<file path="src/rtl/chimera_pkg.sv">
// Shared Chimera cluster-domain types: power-sequencer state and the
// per-state control decode used by the sequencer and the status registers.
package chimera_pkg;

   typedef enum logic [2:0] {
      CLU_OFF    = 3'd0,
      CLU_UP_CLK = 3'd1,
      CLU_UP_ISO = 3'd2,
      CLU_ON     = 3'd3,
      CLU_DN_ISO = 3'd4,
      CLU_DN_RST = 3'd5
   } clu_pwr_state_e;

   typedef struct packed {
      logic iso_en;
      logic clk_gate_en;
      logic rst_n;
   } clu_pwr_ctl_t;

   // Control levels seen by the cluster for each sequencer state.
   function automatic clu_pwr_ctl_t clu_pwr_decode(input clu_pwr_state_e state);
      clu_pwr_ctl_t ctl;
      ctl = '{iso_en: 1'b1, clk_gate_en: 1'b1, rst_n: 1'b0};
      case (state)
         CLU_OFF:    ctl = '{iso_en: 1'b1, clk_gate_en: 1'b1, rst_n: 1'b0};
         CLU_UP_CLK: ctl = '{iso_en: 1'b1, clk_gate_en: 1'b0, rst_n: 1'b0};
         CLU_UP_ISO: ctl = '{iso_en: 1'b0, clk_gate_en: 1'b0, rst_n: 1'b1};
         CLU_ON:     ctl = '{iso_en: 1'b0, clk_gate_en: 1'b0, rst_n: 1'b1};
         CLU_DN_ISO: ctl = '{iso_en: 1'b1, clk_gate_en: 1'b0, rst_n: 1'b1};
         CLU_DN_RST: ctl = '{iso_en: 1'b1, clk_gate_en: 1'b0, rst_n: 1'b0};
         default:    ctl = '{iso_en: 1'b1, clk_gate_en: 1'b1, rst_n: 1'b0};
      endcase
      return ctl;
   endfunction

endpackage

</file>
<file path="src/rtl/chimera_clu_pwr_fsm.sv">
// Single-cluster power sequencer: walks the cluster through clock ungate,
// reset, isolation release (and the reverse) with bounded ack waits.
module chimera_clu_pwr_fsm
   import chimera_pkg::*;
#(
   parameter int unsigned RstCycles  = 8,
   parameter int unsigned AckTimeout = 255
) (
   input  logic           clk_i,
   input  logic           rst_i,
   input  logic           on_req_i,
   input  logic           grant_i,
   input  logic           err_clr_i,
   input  logic           iso_ack_i,
   output clu_pwr_state_e state_o,
   output logic           iso_en_o,
   output logic           clk_gate_en_o,
   output logic           rst_no,
   output logic           on_o,
   output logic           busy_o,
   output logic           up_busy_o,
   output logic           up_done_o,
   output logic           timeout_err_o
);

   localparam int unsigned RstW = $clog2(RstCycles + 1);
   localparam int unsigned AckW = $clog2(AckTimeout + 1);
   localparam logic [RstW-1:0] RstLast = RstW'(RstCycles - 1);
   localparam logic [RstW-1:0] RstMax  = RstW'(RstCycles);
   localparam logic [AckW-1:0] AckLast = AckW'(AckTimeout - 1);
   localparam logic [AckW-1:0] AckMax  = AckW'(AckTimeout);

   clu_pwr_state_e  state_q, state_d;
   logic [RstW-1:0] rst_cnt_q, rst_cnt_d;
   logic [AckW-1:0] ack_cnt_q, ack_cnt_d;
   logic            err_q, err_d;
   logic            err_set;
   logic            rst_done;
   logic            ack_expire;
   clu_pwr_ctl_t    ctl;

   assign rst_done   = (rst_cnt_q >= RstLast);
   assign ack_expire = (ack_cnt_q >= AckLast);

   // Next-state selection; request changes are only looked at in OFF and ON.
   always_comb begin
      state_d   = state_q;
      err_set   = 1'b0;
      up_done_o = 1'b0;
      case (state_q)
         CLU_OFF: begin
            if (on_req_i && grant_i) state_d = CLU_UP_CLK;
         end
         CLU_UP_CLK: begin
            if (rst_done) state_d = CLU_UP_ISO;
         end
         CLU_UP_ISO: begin
            if (!iso_ack_i) begin
               state_d   = CLU_ON;
               up_done_o = 1'b1;
            end else if (ack_expire) begin
               state_d   = CLU_ON;
               up_done_o = 1'b1;
               err_set   = 1'b1;
            end
         end
         CLU_ON: begin
            if (!on_req_i) state_d = CLU_DN_ISO;
         end
         CLU_DN_ISO: begin
            if (iso_ack_i) begin
               state_d = CLU_DN_RST;
            end else if (ack_expire) begin
               state_d = CLU_DN_RST;
               err_set = 1'b1;
            end
         end
         CLU_DN_RST: begin
            if (rst_done) state_d = CLU_OFF;
         end
         default: state_d = CLU_OFF;
      endcase
   end

   // Both counters restart on every state change and saturate while waiting.
   always_comb begin
      rst_cnt_d = rst_cnt_q;
      ack_cnt_d = ack_cnt_q;
      if (state_d != state_q) begin
         rst_cnt_d = '0;
         ack_cnt_d = '0;
      end else begin
         if ((state_q == CLU_UP_CLK || state_q == CLU_DN_RST) && rst_cnt_q != RstMax)
            rst_cnt_d = rst_cnt_q + 1'b1;
         if ((state_q == CLU_UP_ISO || state_q == CLU_DN_ISO) && ack_cnt_q != AckMax)
            ack_cnt_d = ack_cnt_q + 1'b1;
      end
   end

   // Sticky timeout flag: a new timeout beats a simultaneous clear.
   always_comb begin
      err_d = err_q;
      if (err_set)        err_d = 1'b1;
      else if (err_clr_i) err_d = 1'b0;
   end

   // State, counters and error flag registers.
   always_ff @(posedge clk_i or posedge rst_i) begin
      if (rst_i) begin
         state_q   <= CLU_OFF;
         rst_cnt_q <= '0;
         ack_cnt_q <= '0;
         err_q     <= 1'b0;
      end else begin
         state_q   <= state_d;
         rst_cnt_q <= rst_cnt_d;
         ack_cnt_q <= ack_cnt_d;
         err_q     <= err_d;
      end
   end

   assign ctl           = clu_pwr_decode(state_q);
   assign state_o       = state_q;
   assign iso_en_o      = ctl.iso_en;
   assign clk_gate_en_o = ctl.clk_gate_en;
   assign rst_no        = ctl.rst_n;
   assign on_o          = (state_q == CLU_ON);
   assign busy_o        = (state_q != CLU_OFF) && (state_q != CLU_ON);
   assign up_busy_o     = (state_q == CLU_UP_CLK) || (state_q == CLU_UP_ISO);
   assign timeout_err_o = err_q;

endmodule

</file>
<file path="src/rtl/chimera_clu_pwr_ctrl.sv">
// Chimera cluster power controller: one sequencer per cluster plus a
// round-robin scheduler that admits one power-up at a time.
module chimera_clu_pwr_ctrl
   import chimera_pkg::*;
#(
   parameter int unsigned NumClusters = 5,
   parameter int unsigned RstCycles   = 8,
   parameter int unsigned AckTimeout  = 255
) (
   input  logic                   clk_i,
   input  logic                   rst_i,
   input  logic [NumClusters-1:0] on_req_i,
   input  logic [NumClusters-1:0] err_clr_i,
   input  logic [NumClusters-1:0] clu_iso_ack_i,
   output logic [NumClusters-1:0] clu_iso_en_o,
   output logic [NumClusters-1:0] clu_clk_gate_en_o,
   output logic [NumClusters-1:0] clu_rst_no,
   output logic [NumClusters-1:0] on_o,
   output logic [NumClusters-1:0] busy_o,
   output logic [NumClusters-1:0] timeout_err_o
);

   localparam int unsigned PtrW = (NumClusters > 1) ? $clog2(NumClusters) : 1;

   clu_pwr_state_e         state [NumClusters];
   logic [NumClusters-1:0] is_off;
   logic [NumClusters-1:0] up_busy;
   logic [NumClusters-1:0] up_done;
   logic [NumClusters-1:0] grant;
   logic                   up_free;
   logic                   grant_vld;
   logic [PtrW-1:0]        grant_idx;
   logic [PtrW-1:0]        ptr_q, ptr_d;

   // A power-up slot is free when nobody is powering up, or when the current
   // owner leaves UP_ISO this cycle so the next cluster can start on the same edge.
   assign up_free = ~|up_busy || |up_done;

   // Round-robin search from ptr for the first idle cluster requesting power.
   always_comb begin
      logic [PtrW-1:0] sel;
      grant     = '0;
      grant_vld = 1'b0;
      grant_idx = '0;
      sel       = '0;
      if (up_free) begin
         for (int unsigned k = 0; k < NumClusters; k++) begin
            if (32'(ptr_q) + k >= NumClusters) sel = PtrW'(32'(ptr_q) + k - NumClusters);
            else                               sel = PtrW'(32'(ptr_q) + k);
            if (!grant_vld && is_off[sel] && on_req_i[sel]) begin
               grant_vld  = 1'b1;
               grant[sel] = 1'b1;
               grant_idx  = sel;
            end
         end
      end
      ptr_d = ptr_q;
      if (grant_vld)
         ptr_d = (grant_idx == PtrW'(NumClusters - 1)) ? '0 : grant_idx + 1'b1;
   end

   // Round-robin pointer register.
   always_ff @(posedge clk_i or posedge rst_i) begin
      if (rst_i) ptr_q <= '0;
      else       ptr_q <= ptr_d;
   end

   for (genvar i = 0; i < NumClusters; i++) begin : g_clu
      chimera_clu_pwr_fsm #(
         .RstCycles (RstCycles),
         .AckTimeout(AckTimeout)
      ) u_fsm (
         .clk_i        (clk_i),
         .rst_i        (rst_i),
         .on_req_i     (on_req_i[i]),
         .grant_i      (grant[i]),
         .err_clr_i    (err_clr_i[i]),
         .iso_ack_i    (clu_iso_ack_i[i]),
         .state_o      (state[i]),
         .iso_en_o     (clu_iso_en_o[i]),
         .clk_gate_en_o(clu_clk_gate_en_o[i]),
         .rst_no       (clu_rst_no[i]),
         .on_o         (on_o[i]),
         .busy_o       (busy_o[i]),
         .up_busy_o    (up_busy[i]),
         .up_done_o    (up_done[i]),
         .timeout_err_o(timeout_err_o[i])
      );
      assign is_off[i] = (state[i] == CLU_OFF);
   end

endmodule

</file>
<file path="config.mk">
export PLATFORM = sky130hd
export DESIGN_NAME = chimera_clu_pwr_ctrl
export DESIGN_NICKNAME = d
export VERILOG_FILES = /design/src/rtl/chimera_pkg.sv /design/src/rtl/chimera_clu_pwr_fsm.sv /design/src/rtl/chimera_clu_pwr_ctrl.sv
export SDC_FILE = /design/constraint.sdc
export NUM_CORES = 1
export LEC_CHECK = 0
export BUFFER_PORTS_ARGS = -buffer_cell sky130_fd_sc_hd__buf_2
export CAP_MARGIN = 10
export CORE_MARGIN = 2
export CORE_UTILIZATION = 59
export DETAILED_ROUTE_END_ITERATION = 8
export MAX_ROUTING_LAYER = met4
export PLACE_DENSITY_LB_ADDON = 0.2
export SLEW_MARGIN = 20
export SYNTH_ARGS = -nofsm -noshare
export SYNTH_HDL_FRONTEND = slang
export SYNTH_HIERARCHICAL = 1
export SYNTH_SLANG_ARGS = --single-unit
</file>
<file path="constraint.sdc">
create_clock -name clk_i -period 5.8 [get_ports clk_i]
set_input_delay 1.16 -clock clk_i [delete_from_list [all_inputs] [get_ports clk_i]]
set_output_delay 1.16 -clock clk_i [all_outputs]
set_load 0.05 [all_outputs]
</file>
* Word level (Yosys, flattened, before mapping) *
Cells that the tools add are included.

word-level totals
  bits in registers = 83
  bits in latches = 0
  bits in writable memories = 0
  ROM bits = 0
  output and inout port bits = 30
  memories = 0

cells by class
  add/sub/neg operators = 20
  multiply operators = 0
  divide/modulo/power cells = 0
  order comparisons = 25
  eq/ne operators = 46
  shift-type cells = 0
  multiplexer cells = 177
  bitwise gates (word level) = 4
  reduce and logical (&&, ||, !) cells = 92

operator list
  operator                                                               count
  3-bit 2-to-1 mux                                                       57
  3-bit one-hot mux with 6 select lines                                  5
  8-bit 2-to-1 mux                                                       10
  1-bit 2-to-1 mux                                                       60
  5-bit 2-to-1 mux                                                       10
  3-bit one-hot mux with 3 select lines                                  5
  8-bit by 1-bit adder with 8-bit output, second input constant          5
  8-bit >= comparator, second input constant                             5
  4-bit 2-to-1 mux                                                       10
  8-bit inequality test, second input constant                           5
  4-bit by 3-bit >= comparator with 1-bit output, second input constant  9
  1-bit logical AND                                                      34
  3-bit equality test, second input constant                             11
  1-bit binary-select mux with 3-bit select                              10
  3-bit by 2-bit equality test with 1-bit output, second input constant  10
  2-bit nonzero test                                                     15
  4-bit by 1-bit adder with 4-bit output, second input constant          5
  3-bit by 4-bit < comparator with 1-bit output, second input constant   5
  4-bit inequality test, second input constant                           5
  5-bit bitwise OR                                                       4
  2-bit OR reduction                                                     10
  1-bit logical OR                                                       16
  1-bit demux with 3-bit select                                          5
  3-bit by 1-bit equality test with 1-bit output, second input constant  5
  other kinds (14)                                                       48

* Logic depth before layout (Yosys ltp) *
  depth in word-level cells = 37
  gate-level depth with buffers = 18
  depth with buffers taken out = 17

* Hierarchy *
The synthesis kept the hierarchy.

by module, submodules not included
  module                                     instances  cells each  area each (um^2)
  chimera_clu_pwr_fsm at g_clu[0].u_fsm ...  4          113         1041.0
  chimera_clu_pwr_ctrl                       1          214         1645.3
  chimera_clu_pwr_fsm at g_clu[4].u_fsm      1          123         1128.6

* Worst setup path after synthesis *
No wires, ideal clock.

  path type = reg-to-reg
  from = reg ptr_q[0]
  to = reg g_clu[1].u_fsm.ack_cnt_q[6]
  arrival = 4.204 ns
  data required time = 5.658 ns
  slack = 1.454 ns
  cell stages (with the launch flop) = 19
  period minus slack after synthesis = 4.346 ns
  cell sequence = dfrtp_1 > buf_2 > inv_1 > ha_1 > inv_1 > fa_1 > a21oi_1 > mux2i_1 > o21a_1 > o221a_2 > o221ai_2 > nor4_2 > nand3_1 > a41oi_1 > nor4bb_1 > a211oi_1 > o221ai_1 > buf_2 > a22oi_1

on the way
  word-level cells in the longest chain between the ends = 33

ends and longest elaborated chain
  item                                                                                             RTL line                    RTL
  start, declared                                                                                  chimera_clu_pwr_ctrl.sv:33  logic [PtrW-1:0] ptr_q, ptr_d;
  start signal, assigned                                                                           chimera_clu_pwr_ctrl.sv:65  else ptr_q <= ptr_d;
  parallel branches: the longest is 26 deep, another holds 3-bit by 1-bit adder with 4-bit output  -
  5-bit 2-to-1 mux (*)                                                                             chimera_clu_pwr_ctrl.sv:50  if (!grant_vld && is_off[sel] && on_req_i[sel]) begin
  5-bit 2-to-1 mux (*)                                                                             chimera_clu_pwr_ctrl.sv:46  if (up_free) begin
  net grant[1]                                                                                     chimera_clu_pwr_ctrl.sv:29  logic [NumClusters-1:0] grant;
  1-bit logical AND (*)                                                                            chimera_clu_pwr_fsm.sv:52   if (on_req_i && grant_i) state_d = CLU_UP_CLK;
  3-bit 2-to-1 mux (*)                                                                             chimera_clu_pwr_fsm.sv:52
  3-bit one-hot mux with 6 select lines (*)                                                        chimera_clu_pwr_fsm.sv:50   case (state_q)
  3-bit inequality test (*)                                                                        chimera_clu_pwr_fsm.sv:89   if (state_d != state_q) begin
  8-bit 2-to-1 mux or 2-bit nonzero test (tied branches)                                           -
  end signal, assigned                                                                             chimera_clu_pwr_fsm.sv:117  ack_cnt_q <= ack_cnt_d;
  end, declared                                                                                    chimera_clu_pwr_fsm.sv:35   logic [AckW-1:0] ack_cnt_q, ack_cnt_d;

Mark *: on every way through the listed nets, which the timed path passes. The select of a mux whose other input is x is not followed.
A chain may end at the register's enable or synchronous reset.

* Worst setup path in the final report *
  from = reg ptr_q[1]
  to = reg g_clu[1].u_fsm.ack_cnt_q[1]

The elaborated chain is that of the path after synthesis.

==> impl_metrics.json <==
{
  "clk_latency_ns": 0.35,
  "clk_pin_slew_ns": 0.07,
  "grt.overflow.total": 0,
  "syn_avg_cell_area_um2": 8.79,
  "dieArea_um2": 12600,
  "rsz0062_at_grt": "no",
  "slowest_stage": "ha_1",
  "async_flop_share": 1.00,
  "setup_violations": 0,
  "grt.total_usage": 0.287,
  "fin_tns_setup_ns": 0,
  "grt_pass1_vias": 6211,
  "grt_pass1_wl_um": 29200,
  "placement_rows": 39,
  "fill_cells": 985,
  "min_path_cells": 1,
  "wl_um": 17300,
  "gp_congestion": 0.989,
  "synth_edf_count": 0,
  "finalCritPeriodShare": 0.852,
  "synth-simple-area-share": 0.228,
  "r2r_start": "ptr_q[1]$_DFFE_PP0P_",
  "hp-class": "reg -> reg",
  "vias": 6375,
  "post_cts_buffers": 0,
  "path_cells": "inv_1, ha_1, inv_1, o21a_1, or4_4, a21oi_2, o221ai_2, nor4_2, nand3_1, a41oi_1, nor4bb_1, a211oi_1, o221ai_1, buf_4, a221oi_1",
  "dp_hpwl_um": 12800,
  "nNetsFinal": 870,
  "clock_tree.buffer_depth": 2,
  "worst_pin_slew_ns": 1.04,
  "start_kind": "flop",
  "first_pass_iters": 5,
  "grt_max_degree": 24,
  "synth_seq_cells": 83,
  "r2r_end": "g_clu[1].u_fsm/ack_cnt_q[1]$_DFFE_PP0P_",
  "crit_cells": 15,
  "cts_buffers": 9,
  "ctsResizeCount": 0,
  "fin_skew_ns": 0.00890,
  "dieHeight_um": 112,
  "cp-endpoint": "g_clu[1].u_fsm/ack_cnt_q[1]$_DFFE_PP0P_",
  "path_delay_family": "compound AO/OA/AOI/OAI gates",
  "worstPathMaxFanout": 13,
  "tritoncts": "done",
  "synth_mux_area_frac": 0.0491,
  "core-area_um2": 11500,
  "antenna_found_initial": 0,
  "max-slew-margin-rel": 0.297,
  "dieWidth_um": 112,
  "ys.flop_type": "dfrtp_1",
  "synth.net_count": 838,
  "synth_compound_area_frac": 0.252,
  "outcome": "finished clean",
  "clock-sinks": 83,
  "worst_setup_path_end_kind": "flop",
  "post-route-min-period_ns": 4.94,
  "hold_ws_ns": 0.499,
  "yosysWarnings": 6,
  "arrival_ns": 5.13,
  "io_buffers": 46,
  "ys_seq_area_frac": 0.299,
  "slowest_delay_ns": 0.61,
  "route.detailed.drc": 0,
  "fmax_mhz": 202,
  "cp.required_ns": 5.99,
  "final_cell_mix": "dfrtp_1, a21oi_1, inv_1, buf_2, nand2_1",
  "synthAdderAreaFrac": 0.0588,
  "cts-root-buf": "clkbuf_16",
  "area_delta_synth_final_pct": 8.85,
  "reg2reg_depth": 15,
  "diodes": 0,
  "htree_levels": 3,
  "wl_per_cell_um": 17.9,
  "hold_violations": 0,
  "ff2ff_setup_slack_ns": 0.86,
  "final_common_cell": "dfrtp_1",
  "ios": 47,
  "postRouteAntennaNets": 0,
  "syn_area_um2": 6940,
  "via_per_inst": 6.58,
  "synth_top_family_by_area": "compound AO/OA/AOI/OAI gates",
  "hold_buffers": 0,
  "crit_start": "ptr_q[1]$_DFFE_PP0P_",
  "start_util": 0.605,
  "syn_inst": 789,
  "final_max_slew_viol_count": 0,
  "crit_type": "reg -> reg",
  "drive_above_1_share": 0.140,
  "initialDrtViolationCount": 567,
  "crit_buf_inv": 3,
  "cp_common_cell": "inv_1",
  "maxCapViolCount": 0,
  "synth-xor-area-share": 0.0602,
  "synth_cell_type_count": 88
}
==> logic make-up (layout without fill, tap and decap cells) <==
| group | after synthesis | count (layout) |
|---|---|---|
| compound gates | 239 | 239 |
| xor+xnor | 46 | 46 |
| fa+ha+maj | 32 | 32 |
| buf+inv | 86 | 123 |
| flops | 83 | 83 |
| mux | 31 | 31 |
| simple gates | 272 | 272 |
==> cells in the mapped netlist (10+ instances only) <==
master | instances | area, um^2
a211oi_1 | 18 | 135
a21o_1 | 11 | 82.6
a21oi_1 | 58 | 290
a22oi_1 | 10 | 75.1
and2_1 | 12 | 75.1
buf_2 | 13 | 65.1
clkbuf_1 | 14 | 52.6
dfrtp_1 | 83 | 2080
ha_1 | 31 | 388
inv_1 | 47 | 176
mux2i_1 | 28 | 280
nand2_1 | 44 | 165
nand2b_1 | 21 | 131
nand3_1 | 31 | 155
nand4_1 | 13 | 81.3
nor2_1 | 41 | 154
nor2b_1 | 12 | 75.1
nor3_1 | 14 | 70.1
o21ai_0 | 22 | 110
o221ai_1 | 10 | 87.6
xnor2_1 | 33 | 289
xor2_1 | 11 | 96.3
==> metal layers <==
metal | vias up | GRT usage | routed length [um] | part of all wire
li1 | 3061 | - | - | -
met1 | 3104 | 0.364 | 7820 | 0.45
met4 | 0 | 0.100 | 348 | 0.020
met2 | 176 | 0.478 | 8510 | 0.49
met5 | - | - | 0 | 0
met3 | 34 | 0.0324 | 647 | 0.037
==> cell type report <==
cell class | count | area [um^2] | area share
multi-input cells | 620 | 4490 | 0.595
flip-flops and latches | 83 | 2080 | 0.275
repair buffers | 57 | 313 | 0.0414
clock buffers | 9 | 225 | 0.0298
inverters | 50 | 188 | 0.0249
well taps | 143 | 179 | 0.0237
clock inverters | 7 | 78.8 | 0.0104
==> sequential cells by signal, indices dropped and copies added, names as in the netlist <==
register,flops
g_clu.u_fsm/ack_cnt_q,40
g_clu.u_fsm/timeout_err_o,5
ptr_q,3
g_clu.u_fsm/rst_cnt_q,20
g_clu.u_fsm/state_o,15
==> how the worst min path moves through the flow <==
| stage | startpoint | endpoint | slack, ns |
|---|---|---|---|
| after detailed placement | g_clu[4].u_fsm/timeout_err_o$_DFFE_PP0P_ | g_clu[4].u_fsm/timeout_err_o$_DFFE_PP0P_ | 0.49 |
| after floorplan | g_clu[4].u_fsm/state_o[2]$_DFF_PP0_ | g_clu[4].u_fsm/state_o[1]$_DFF_PP0_ | 0.52 |
| after global routing | g_clu[4].u_fsm/timeout_err_o$_DFFE_PP0P_ | g_clu[4].u_fsm/timeout_err_o$_DFFE_PP0P_ | 0.52 |
| final | g_clu[4].u_fsm/timeout_err_o$_DFFE_PP0P_ | g_clu[4].u_fsm/timeout_err_o$_DFFE_PP0P_ | 0.50 |
| after global placement | g_clu[4].u_fsm/timeout_err_o$_DFFE_PP0P_ | g_clu[4].u_fsm/timeout_err_o$_DFFE_PP0P_ | 0.47 |
| after CTS | g_clu[4].u_fsm/timeout_err_o$_DFFE_PP0P_ | g_clu[4].u_fsm/timeout_err_o$_DFFE_PP0P_ | 0.50 |
==> stage by stage <==
step | util | area (um^2) | instances | setup slack [ns]
CTS | 0.659 | 7550 | 969 | 0.908
global route | 0.659 | 7550 | 969 | 0.532
detailed placement | 0.632 | 7250 | 953 | 0.920
floorplan | - | 6940 | 789 | 1.45
finish | 0.659 | 7550 | 969 | 0.861
global placement | 0.632 | 7250 | 953 | 1.05
==> worst reg2reg max path: cells and delay by family (launching register included) <==
family / cells / cell delay [ns]
compound gates: 7 / 1.56
simple gates: 4 / 1.37
buf+inv: 3 / 0.70
fa+ha+maj: 1 / 0.61
flops: 1 / 0.55
Power is left out: the tool's default activity adds up to more than one toggle a clock period on the data nets, which glitch-free logic cannot reach.
